$ cat src/rtl/pulse_scheduler_if.sv
// Requester/generator-side signal bundle for pulse_scheduler.
// The scheduler uses the slave modport; whoever drives requests and the generator pulse uses master.
interface pulse_scheduler_if #(
  parameter int NUM_REQ = 4
);
  localparam int GW = $clog2(NUM_REQ);

  logic [NUM_REQ-1:0] req;
  logic [NUM_REQ-1:0] ack;
  logic               err;
  logic               busy;
  logic [GW-1:0]      grant_id;
  logic               gen_start;
  logic               gen_pulse;

  modport master (
    output req,
    output gen_pulse,
    input  ack,
    input  err,
    input  busy,
    input  grant_id,
    input  gen_start
  );

  modport slave (
    input  req,
    input  gen_pulse,
    output ack,
    output err,
    output busy,
    output grant_id,
    output gen_start
  );
endinterface

$ cat src/rtl/pulse_scheduler.sv
// Round-robin arbiter sharing one pulse generator among NUM_REQ requesters;
// it checks the returned pulse width and timeout, then acks the served requester.
module pulse_scheduler #(
  parameter int NUM_REQ     = 4,
  parameter int PULSE_WIDTH = 3,
  parameter int GAP_CYCLES  = 1,
  parameter int TIMEOUT     = 16
) (
  input  logic                  clk,
  input  logic                  reset,
  pulse_scheduler_if.slave      bus
);
  localparam int GW      = $clog2(NUM_REQ);
  localparam int WW      = $clog2(TIMEOUT + 1);
  localparam int CNT_MAX = (GAP_CYCLES > TIMEOUT) ? GAP_CYCLES : TIMEOUT;
  localparam int TW      = $clog2(CNT_MAX + 1);

  typedef enum logic [2:0] {
    IDLE      = 3'd0,
    START     = 3'd1,
    WAIT_HIGH = 3'd2,
    WAIT_LOW  = 3'd3,
    GAP       = 3'd4
  } state_t;

  state_t             state_q, state_d;
  logic [TW-1:0]      timer_q, timer_d;
  logic [WW-1:0]      width_q, width_d;
  logic [GW-1:0]      rr_q, rr_d;
  logic [GW-1:0]      grant_q, grant_d;
  logic [NUM_REQ-1:0] ack_q, ack_d;
  logic               err_q, err_d;
  logic               busy_q, busy_d;
  logic               gen_start_q, gen_start_d;

  logic               found_s;
  logic               hi_found_s;
  logic [GW-1:0]      hi_idx_s;
  logic               lo_found_s;
  logic [GW-1:0]      lo_idx_s;
  logic [GW-1:0]      winner_s;
  logic               done_s;
  logic               bad_s;

  // First set request strictly above the pointer wins; otherwise wrap to the lowest set request.
  always_comb begin
    hi_found_s = 1'b0;
    hi_idx_s   = '0;
    lo_found_s = 1'b0;
    lo_idx_s   = '0;
    for (int j = 0; j < NUM_REQ; j++) begin
      if (bus.req[GW'(j)]) begin
        if (!hi_found_s && (GW'(j) > rr_q)) begin
          hi_found_s = 1'b1;
          hi_idx_s   = GW'(j);
        end else begin
          hi_found_s = hi_found_s;
        end
        if (!lo_found_s) begin
          lo_found_s = 1'b1;
          lo_idx_s   = GW'(j);
        end else begin
          lo_found_s = lo_found_s;
        end
      end else begin
        hi_found_s = hi_found_s;
      end
    end
    found_s  = |bus.req;
    winner_s = hi_found_s ? hi_idx_s : lo_idx_s;
  end

  // Next-state and next-output computation for the service FSM.
  always_comb begin
    state_d     = state_q;
    timer_d     = timer_q;
    width_d     = width_q;
    rr_d        = rr_q;
    grant_d     = grant_q;
    ack_d       = '0;
    err_d       = 1'b0;
    gen_start_d = 1'b0;
    done_s      = 1'b0;
    bad_s       = 1'b0;

    case (state_q)
      IDLE: begin
        if (found_s) begin
          grant_d     = winner_s;
          rr_d        = winner_s;
          gen_start_d = 1'b1;
          state_d     = START;
        end else begin
          state_d = IDLE;
        end
      end
      START: begin
        // gen_pulse is deliberately not sampled here.
        timer_d = '0;
        width_d = '0;
        state_d = WAIT_HIGH;
      end
      WAIT_HIGH: begin
        if (bus.gen_pulse) begin
          timer_d = '0;
          width_d = WW'(1);
          state_d = WAIT_LOW;
        end else if (timer_q == TW'(TIMEOUT - 1)) begin
          done_s = 1'b1;
          bad_s  = 1'b1;
        end else begin
          timer_d = timer_q + TW'(1);
        end
      end
      WAIT_LOW: begin
        if (!bus.gen_pulse) begin
          done_s = 1'b1;
          bad_s  = (width_q != WW'(PULSE_WIDTH));
        end else if (timer_q == TW'(TIMEOUT - 1)) begin
          done_s = 1'b1;
          bad_s  = 1'b1;
        end else begin
          timer_d = timer_q + TW'(1);
          width_d = (width_q == WW'(TIMEOUT)) ? width_q : (width_q + WW'(1));
        end
      end
      GAP: begin
        if (timer_q >= TW'(GAP_CYCLES - 1)) begin
          state_d = IDLE;
        end else begin
          timer_d = timer_q + TW'(1);
        end
      end
      default: begin
        state_d = IDLE;
      end
    endcase

    if (done_s) begin
      ack_d   = NUM_REQ'(1) << grant_q;
      err_d   = bad_s;
      timer_d = '0;
      state_d = (GAP_CYCLES == 0) ? IDLE : GAP;
    end else begin
      err_d = 1'b0;
    end

    busy_d = (state_d != IDLE);
  end

  // State and registered outputs; reset restarts priority at requester 0.
  always_ff @(posedge clk) begin
    if (reset) begin
      state_q     <= IDLE;
      timer_q     <= '0;
      width_q     <= '0;
      rr_q        <= GW'(NUM_REQ - 1);
      grant_q     <= '0;
      ack_q       <= '0;
      err_q       <= 1'b0;
      busy_q      <= 1'b0;
      gen_start_q <= 1'b0;
    end else begin
      state_q     <= state_d;
      timer_q     <= timer_d;
      width_q     <= width_d;
      rr_q        <= rr_d;
      grant_q     <= grant_d;
      ack_q       <= ack_d;
      err_q       <= err_d;
      busy_q      <= busy_d;
      gen_start_q <= gen_start_d;
    end
  end

  assign bus.ack       = ack_q;
  assign bus.err       = err_q;
  assign bus.busy      = busy_q;
  assign bus.grant_id  = grant_q;
  assign bus.gen_start = gen_start_q;
endmodule

$ cat src/flat_wrapper.sv
// flat-port wrapper written by rule: the top's interface ports become plain ports
module pulse_scheduler_flat 
#(
  parameter int NUM_REQ     = 4,
  parameter int PULSE_WIDTH = 3,
  parameter int GAP_CYCLES  = 1,
  parameter int TIMEOUT     = 16
)
  (clk, reset, bus_req, bus_gen_pulse, bus_ack, bus_err, bus_busy, bus_grant_id, bus_gen_start);
  pulse_scheduler_if #(.NUM_REQ(NUM_REQ)) bus_i ();
  input  logic clk;
  input  logic reset;
  input wire logic [$bits(bus_i.req)-1:0] bus_req;
  input wire logic [$bits(bus_i.gen_pulse)-1:0] bus_gen_pulse;
  output wire logic [$bits(bus_i.ack)-1:0] bus_ack;
  output wire logic [$bits(bus_i.err)-1:0] bus_err;
  output wire logic [$bits(bus_i.busy)-1:0] bus_busy;
  output wire logic [$bits(bus_i.grant_id)-1:0] bus_grant_id;
  output wire logic [$bits(bus_i.gen_start)-1:0] bus_gen_start;
  assign bus_i.req = bus_req;
  assign bus_i.gen_pulse = bus_gen_pulse;
  assign bus_ack = bus_i.ack;
  assign bus_err = bus_i.err;
  assign bus_busy = bus_i.busy;
  assign bus_grant_id = bus_i.grant_id;
  assign bus_gen_start = bus_i.gen_start;
  pulse_scheduler #(.NUM_REQ(NUM_REQ), .PULSE_WIDTH(PULSE_WIDTH), .GAP_CYCLES(GAP_CYCLES), .TIMEOUT(TIMEOUT)) u_core (.clk(clk), .reset(reset), .bus(bus_i));
endmodule
$ cat config.mk
export PLATFORM = sky130hd
export DESIGN_NAME = pulse_scheduler_flat
export DESIGN_NICKNAME = d
export VERILOG_FILES = /design/src/rtl/pulse_scheduler_if.sv /design/src/rtl/pulse_scheduler.sv /design/src/flat_wrapper.sv
export SDC_FILE = /design/constraint.sdc
export NUM_CORES = 1
export LEC_CHECK = 0
export CAP_MARGIN = 20
export CORE_MARGIN = 1.5
export CORE_UTILIZATION = 25
export CTS_CLUSTER_DIAMETER = 60
export DETAILED_ROUTE_END_ITERATION = 10
export PLACE_DENSITY_LB_ADDON = 0.12
export SLEW_MARGIN = 25
export SYNTH_ARGS = -nofsm -noshare
export SYNTH_HDL_FRONTEND = slang
export SYNTH_SLANG_ARGS = --single-unit
$ cat constraint.sdc
create_clock -name clk -period 1.6 [get_ports clk]
set_input_delay 0.24 -clock clk [delete_from_list [all_inputs] [get_ports clk]]
set_output_delay 0.24 -clock clk [all_outputs]
set_load 0.05 [all_outputs]
==> results of run 1 <==
==> metal layers <==
metal  up-vias  wire (um)
met4         0         18
li1        498          -
met2        17       1230
met3         2         74
met1       464       1210
met5         -          0
==> through the flow <==
step	std cells	power, mW	TNS, ns	utilization (%)	setup WS [ns]
4_1_cts	202	1.40	0	34.8	0.00784
3_5_place_dp	198	1.04	-1.30	33.5	-0.157
5_1_grt	203	1.49	-0.110	36.3	-0.0438
2_1_floorplan	121	0.874	0	-	0.0670
3_3_place_gp	198	1.04	-0.958	33.5	-0.130
6_report	203	1.40	0	36.3	0.0333
==> flip-flops by register name (all words and copies together) (netlist names) <==
register and cells:
u_core.width_q 5, u_core.bus.busy 1, u_core.bus.grant_id 1, u_core.rr_q 2, u_core.state_q 3, u_core.bus.ack 2
u_core.bus.gen_start 1, u_core.timer_q 5, u_core.bus.err 1
==> cell usage in the layout, fill, tap and decap left out, types with 2 or more instances in the layout <==
cell type	count
o21ai_0	11
dfxtp_1	17
conb_1	3
a21oi_2	3
nor3_1	7
a21o_1	2
buf_4	30
inv_1	6
o31ai_1	3
xor2_1	2
nand3_1	5
o21bai_1	2
clkbuf_8	3
a21oi_1	10
clkdlybuf4s50_1	6
ha_1	2
dfxtp_2	4
or4_1	3
nand2_1	5
nor4_1	2
nor2_1	4
==> timing repair <==
action,4_1_cts,5_1_grt
pin swaps,0,3
endpoints found under the hold margin,0,0
buffers inserted,0,1
gates resized for setup,1,12
endpoints found under the setup margin,4,14
==> kinds of logic (layout without fill, tap and decap cells) <==
group | count (synthesis) | in the layout | share of synthesized area [%]
adders and majority gates | 4 | 4 | 4.58
DFF | 21 | 21 | 39.5
muxes | 1 | 1 | 0.940
buffers and inverters | 14 | 46 | 7.05
AOI/OAI and AO/OA | 39 | 39 | 24.8
and+or+nand+nor | 37 | 37 | 21.2
other | 1 | 3 | 0.352
xor gates and xnor gates | 2 | 2 | 1.65
==> worst paths after layout <==
check                       to  slack [ns]  depth (start not counted)
min reg2reg     u_core.rr_q[1]        0.46                          1
max          u_core.width_q[1]        0.03                          6
max reg2reg  u_core.width_q[1]        0.03                          6
min             u_core.rr_q[1]        0.46                          1
==> power breakdown <==
group / leakage [nW] / internal [mW] / switching (mW)
Clock: 0.0228 / 0.177 / 0.167
Combinational: 0.402 / 0.205 / 0.243
Sequential: 0.173 / 0.567 / 0.0367
Total: 0.598 / 0.949 / 0.447
==> layout make-up <==
| cell class | count | area [sq um] |
|---|---|---|
| fillers | 410 | 2580 |
| multi-input cells | 86 | 632 |
| flip-flops and latches | 21 | 425 |
| repair buffers | 36 | 285 |
| well taps | 50 | 62.6 |
| clock buffers | 4 | 45.0 |
| inverters | 6 | 22.5 |
==> results.md, run 1 <==
- Status: complete, no violations
- Max-cap violation count: 0
- Chip height: 68.3 um
- Die width: 68.3 um
- Data arrival, critical path: 1.76 ns
- Slowest-stage cell, CP: or4_4
- Synth async-reset ratio: 0%
- Netlist cell types: 39
- Crit path from: u_core.width_q[1]
- Post-Syn Instances: 119
- Gr usage total: 11.8%
- Ports: 16
- Via count: 981
- Layout Skew: 0.00161 ns
- CTS buffer count: 3
- Vias in the first global route: 939
- Critical Path RT: 1.80 ns
- DPL Wire Length: 1.85 mm
- Global-route wire length before repair: 4.13 mm
- Final hold vios: 0
- Worst reg2reg startpoint: u_core.width_q[1]
- Synth cell count leaders: 21 x dfxtp_1, 13 x a21oi_1, 11 x o21ai_0
- Clock transition at path regs: 0.08 ns
- Layout cell share with drive strength beyond 1: 32.7%
- Area delta synth->final: 38.3%
- Tightest Hold Check Type: reg -> reg
- Initial antenna violation count: 0
- Met2 Use GR: 19.4%
- Worst setup path class: reg -> reg
- Post-synth EDFFs: 0
- Syn Std Cell Area: 1060 sq um
- Wire per inst: 12.4 um
- Met1 Use GR: 14.8%
- CTS Hold Bufs: 0
- Yosys warnings: 0
- Crit path buf inv count: 1
- RSZ-0062 raised after global routing: yes
- Clock insertion delay at the later pin of the skew report: 0.25 ns
- Total grt overflow: 0
- Sink Count: 21
- Port bufs: 12
- Slowest stage delay, CP: 0.55 ns
- Root Buffer: clkbuf_8
- Initial Utilization: 26.2%
- Net count, final: 164
- DRT Pass-1 Iters: 4
- GR peak layer: met2
- Crit-path cells: inv_1, ha_1, nand4bb_1, a21oi_4, or4_4, a21oi_2
- Fin. max-slew vios: 0
- Final instance area: 1470 sq um
- Fmax: 638 MHz
- Ant diodes: 0
- Register area share after synthesis: 39.5%
- Site row count: 23
- Ys flop type: dfxtp_1
- Syn Area/Cell: 8.95 sq um
- Initial DRC Count: 33
- H-tree levels: 1
- Total Wirelength: 2.53 mm
- Leak pwr: 0.598 nW
- Antenna Nets Post-Route: 0
- Core area: 4060 sq um
- # DRC: 0
- Most numerous cell in the Yosys netlist: dfxtp_1
- Largest net degree at the start of global routing: 12
- Die area: 4660 sq um
- Hold Crit Start: u_core.rr_q[1]
- CP delay by family, top: simple AND/OR/NAND/NOR gates
- Peak supply drop: 0.551 mV
- Synth area leaders: dfxtp_1 39%, a21oi_1 6.1%, o21ai_0 5.2%
- Met3 Usage GRT: 2.14%
- Clock Tree Buf Depth: 2
- Routed vias/inst: 4.83
- Cell taking the most area after synthesis: dfxtp_1
- Crit-path max FO: 8
- Pwr dens: 948 nW/um^2
- Final setup fails: 0
- Gpl congestion: 0.734
- CP startpoint kind: flop
- Final min period: 1.57 ns
- Fin Hold WS: 0.464 ns
- #FFs+latches synth: 21
- Crit. End Element: flop
- Period utilization: 97.9%
- Area share of the leading cell type in the synthesized netlist: 39.5%
- CTS tree: yes
- Post-DP Area: 1360 sq um
Note: power is estimated with default switching activity, not from simulation.
==> run 2, diff against run 1 <==
==> constraint.sdc (replaced) <==
create_clock -name clk -period 1.6 [get_ports clk]
set_input_delay 0.32 -clock clk [delete_from_list [all_inputs] [get_ports clk]]
set_output_delay 0.32 -clock clk [all_outputs]
set_load 0.05 [all_outputs]
==> run 2 against run 1 <==
Net effect: highest routed layer unchanged; clock power grew 2%; global-route usage hardly changed; critical endpoint is now u_core.width_q[4]; clock-buffer cell count down 1.
==> results.md, run 2 (synthesized netlist as in run 1, its figures left out) <==
- Net count, final: 164 (unchanged)
- Root Buffer: clkbuf_8
- Flop-to-flop setup slack: 0.05 ns (about the same)
- Total Wirelength: 2.54 mm (+0.40%)
- Crit. End Element: flop
- DRT Pass-1 Iters: 4 (unchanged)
- CTS Hold Bufs: 0 (unchanged)
- Critical Path RT: 1.79 ns (about the same)
- Leak pwr: 0.602 nW (+0.62%)
- Top flop regs: u_core.timer_q (5), u_core.width_q (5), u_core.state_q (3)
- Worst r2r dst: u_core.width_q[4]
- # DRC: 0 (unchanged)
- CP startpoint kind: flop
- Status: complete, no violations
- Data arrival, critical path: 1.75 ns (about the same)
- Routed vias/inst: 4.91 (+1.5%)
- Vias in the first global route: 920 (-2.0%)
- Core area: 4060 sq um (unchanged)
- Worst R2R Path Depth: 6 (unchanged)
- Fillers: 415 (+1.2%)
- Worst setup path end: u_core.width_q[4]
- Register Area: 425 sq um (unchanged)
- Layout Skew: 0.00382 ns (+0.00221 ns)
- Clock Tree Buf Depth: 2 (unchanged)
- Worst reg2reg startpoint: u_core.width_q[0]
- Fin. max-slew vios: 0 (unchanged)
- CTS buffer count: 3 (unchanged)
- DPL Wire Length: 1.88 mm (+1.5%)
- CTS tree: yes
- Pwr dens: 935 nW/um^2 (-1.3%)
- Via count: 996 (+1.5%)
- H-tree levels: 1 (unchanged)
- Port bufs: 12 (unchanged)
- Most frequent cells in the layout: 28 x buf_4, 17 x dfxtp_1, 13 x a21oi_1, 11 x o21ai_0
- Clock transition at path regs: 0.08 ns (about the same)
- Sink Count: 21 (unchanged)
- Gr usage total: 11.8% (about the same)
- Area delta synth->final: 38.7%
- Peak supply drop: 0.360 mV (-35%)
- Antenna Nets Post-Route: 0 (unchanged)
- Gpl congestion: 0.722 (-1.7%)
- Largest net degree at the start of global routing: 13 (+1)
- Final min period: 1.55 ns (-0.0141 ns)
- Max-cap violation count: 0 (unchanged)
- Initial DRC Count: 43 (+30%)
- Site row count: 23 (unchanged)
- Layout cell share with drive strength beyond 1: 31.4% (-1.3 points)
- Crit-path max FO: 5 (-3)
- Final hold vios: 0 (unchanged)
- Tightest Hold Check Type: reg -> reg
- Die width: 68.3 um (unchanged)
- Finished Core Util: 36.4% (+0.093 points)
- Clock insertion delay at the later pin of the skew report: 0.26 ns (about the same)
- Chip height: 68.3 um (unchanged)
- Period utilization: 97.0% (-0.88 points)
- Wire per inst: 12.5 um (+0.40%)
- Post-Layout Cell Count: 203 (unchanged)
- Ports: 16 (unchanged)
- Ant diodes: 0 (unchanged)
- Die area: 4660 sq um (unchanged)
- Area of the multi-input gates: 629 sq um (-0.40%)
- Total grt overflow: 0 (unchanged)
- Global-route wire length before repair: 4.09 mm (-0.85%)
- Most common cell after layout, fill and taps aside: buf_4
- Placed Cells: 195 (-1.5%)
- Final setup fails: 0 (unchanged)
- Initial antenna violation count: 0 (unchanged)
- Fmax: 644 MHz (+0.91%)
- Fin Hold WS: 0.456 ns (-0.00723 ns)
- Setup_tns: 0 ns (unchanged)
- Worst setup path class: reg -> reg
- Initial Utilization: 26.2% (unchanged)
- Crit path from: u_core.width_q[0]
## run 2: cell types whose count changed in the layout (fill, tap and decap cells not counted), sizes merged
cell | before | now
clkinv | 0 | 1
a21oi | 14 | 15
clkbuf | 4 | 3
buf | 30 | 29
## run 2: where the power goes
| group | switching [mW] | internal [mW] | leakage (nW) |
|---|---|---|---|
| combinational | 0.238 | 0.189 | 0.403 |
| sequential | 0.0383 | 0.566 | 0.173 |
| clock | 0.176 | 0.173 | 0.0255 |
## run 2: layout make-up
type	instances	area share (%)
Clock buffer	3	2.80
Multi-Input combinational cell	87	42.6
Tap cell	50	4.24
Sequential cell	21	28.8
Clock inverter	1	0.339
Timing Repair Buffer	35	19.7
Inverter	6	1.53
## run 2: worst min-delay path by stage
stage	start	to	cells after the start
after floorplan	reset	u_core.state_q[2]	1
after global placement	u_core.rr_q[1]	u_core.rr_q[1]	1
after detailed placement	u_core.rr_q[1]	u_core.rr_q[1]	1
after CTS	u_core.rr_q[1]	u_core.rr_q[1]	1
after global routing	u_core.rr_q[1]	u_core.rr_q[1]	1
final	u_core.rr_q[1]	u_core.rr_q[1]	1
## run 2: worst max-delay path: stages (launching register included)
cell and delay [ns]:
dfxtp_2 0.33, inv_1 0.04, ha_1 0.20, nand4bb_1 0.17, a21oi_4 0.09, or4_1 0.51, a21oi_1 0.15
## run 2: routing by layer
metal  vias up  GRT usage (%)  part of all wire, %
met1       469           14.4                   48
met2        24           20.1                   48
met5         -              0                    0
li1        499              -                    -
met3         4           2.47                  3.4
met4         0           4.50                 0.87
## run 2: what timing repair did
action / CTS / global route
resized for setup: 0 / 11
buffers inserted: 0 / 3
endpoints found under the setup margin: 0 / 13
## run 2: through the flow
stage          instance area [sq um]  setup slack [ns]  total power [mW]
2_1_floorplan                   1070            0.0670             0.874
3_3_place_gp                    1350            -0.143              1.02
3_5_place_dp                    1350            -0.168              1.03
4_1_cts                         1400           0.00191              1.38
5_1_grt                         1480           -0.0253              1.47
6_report                        1480            0.0475              1.38
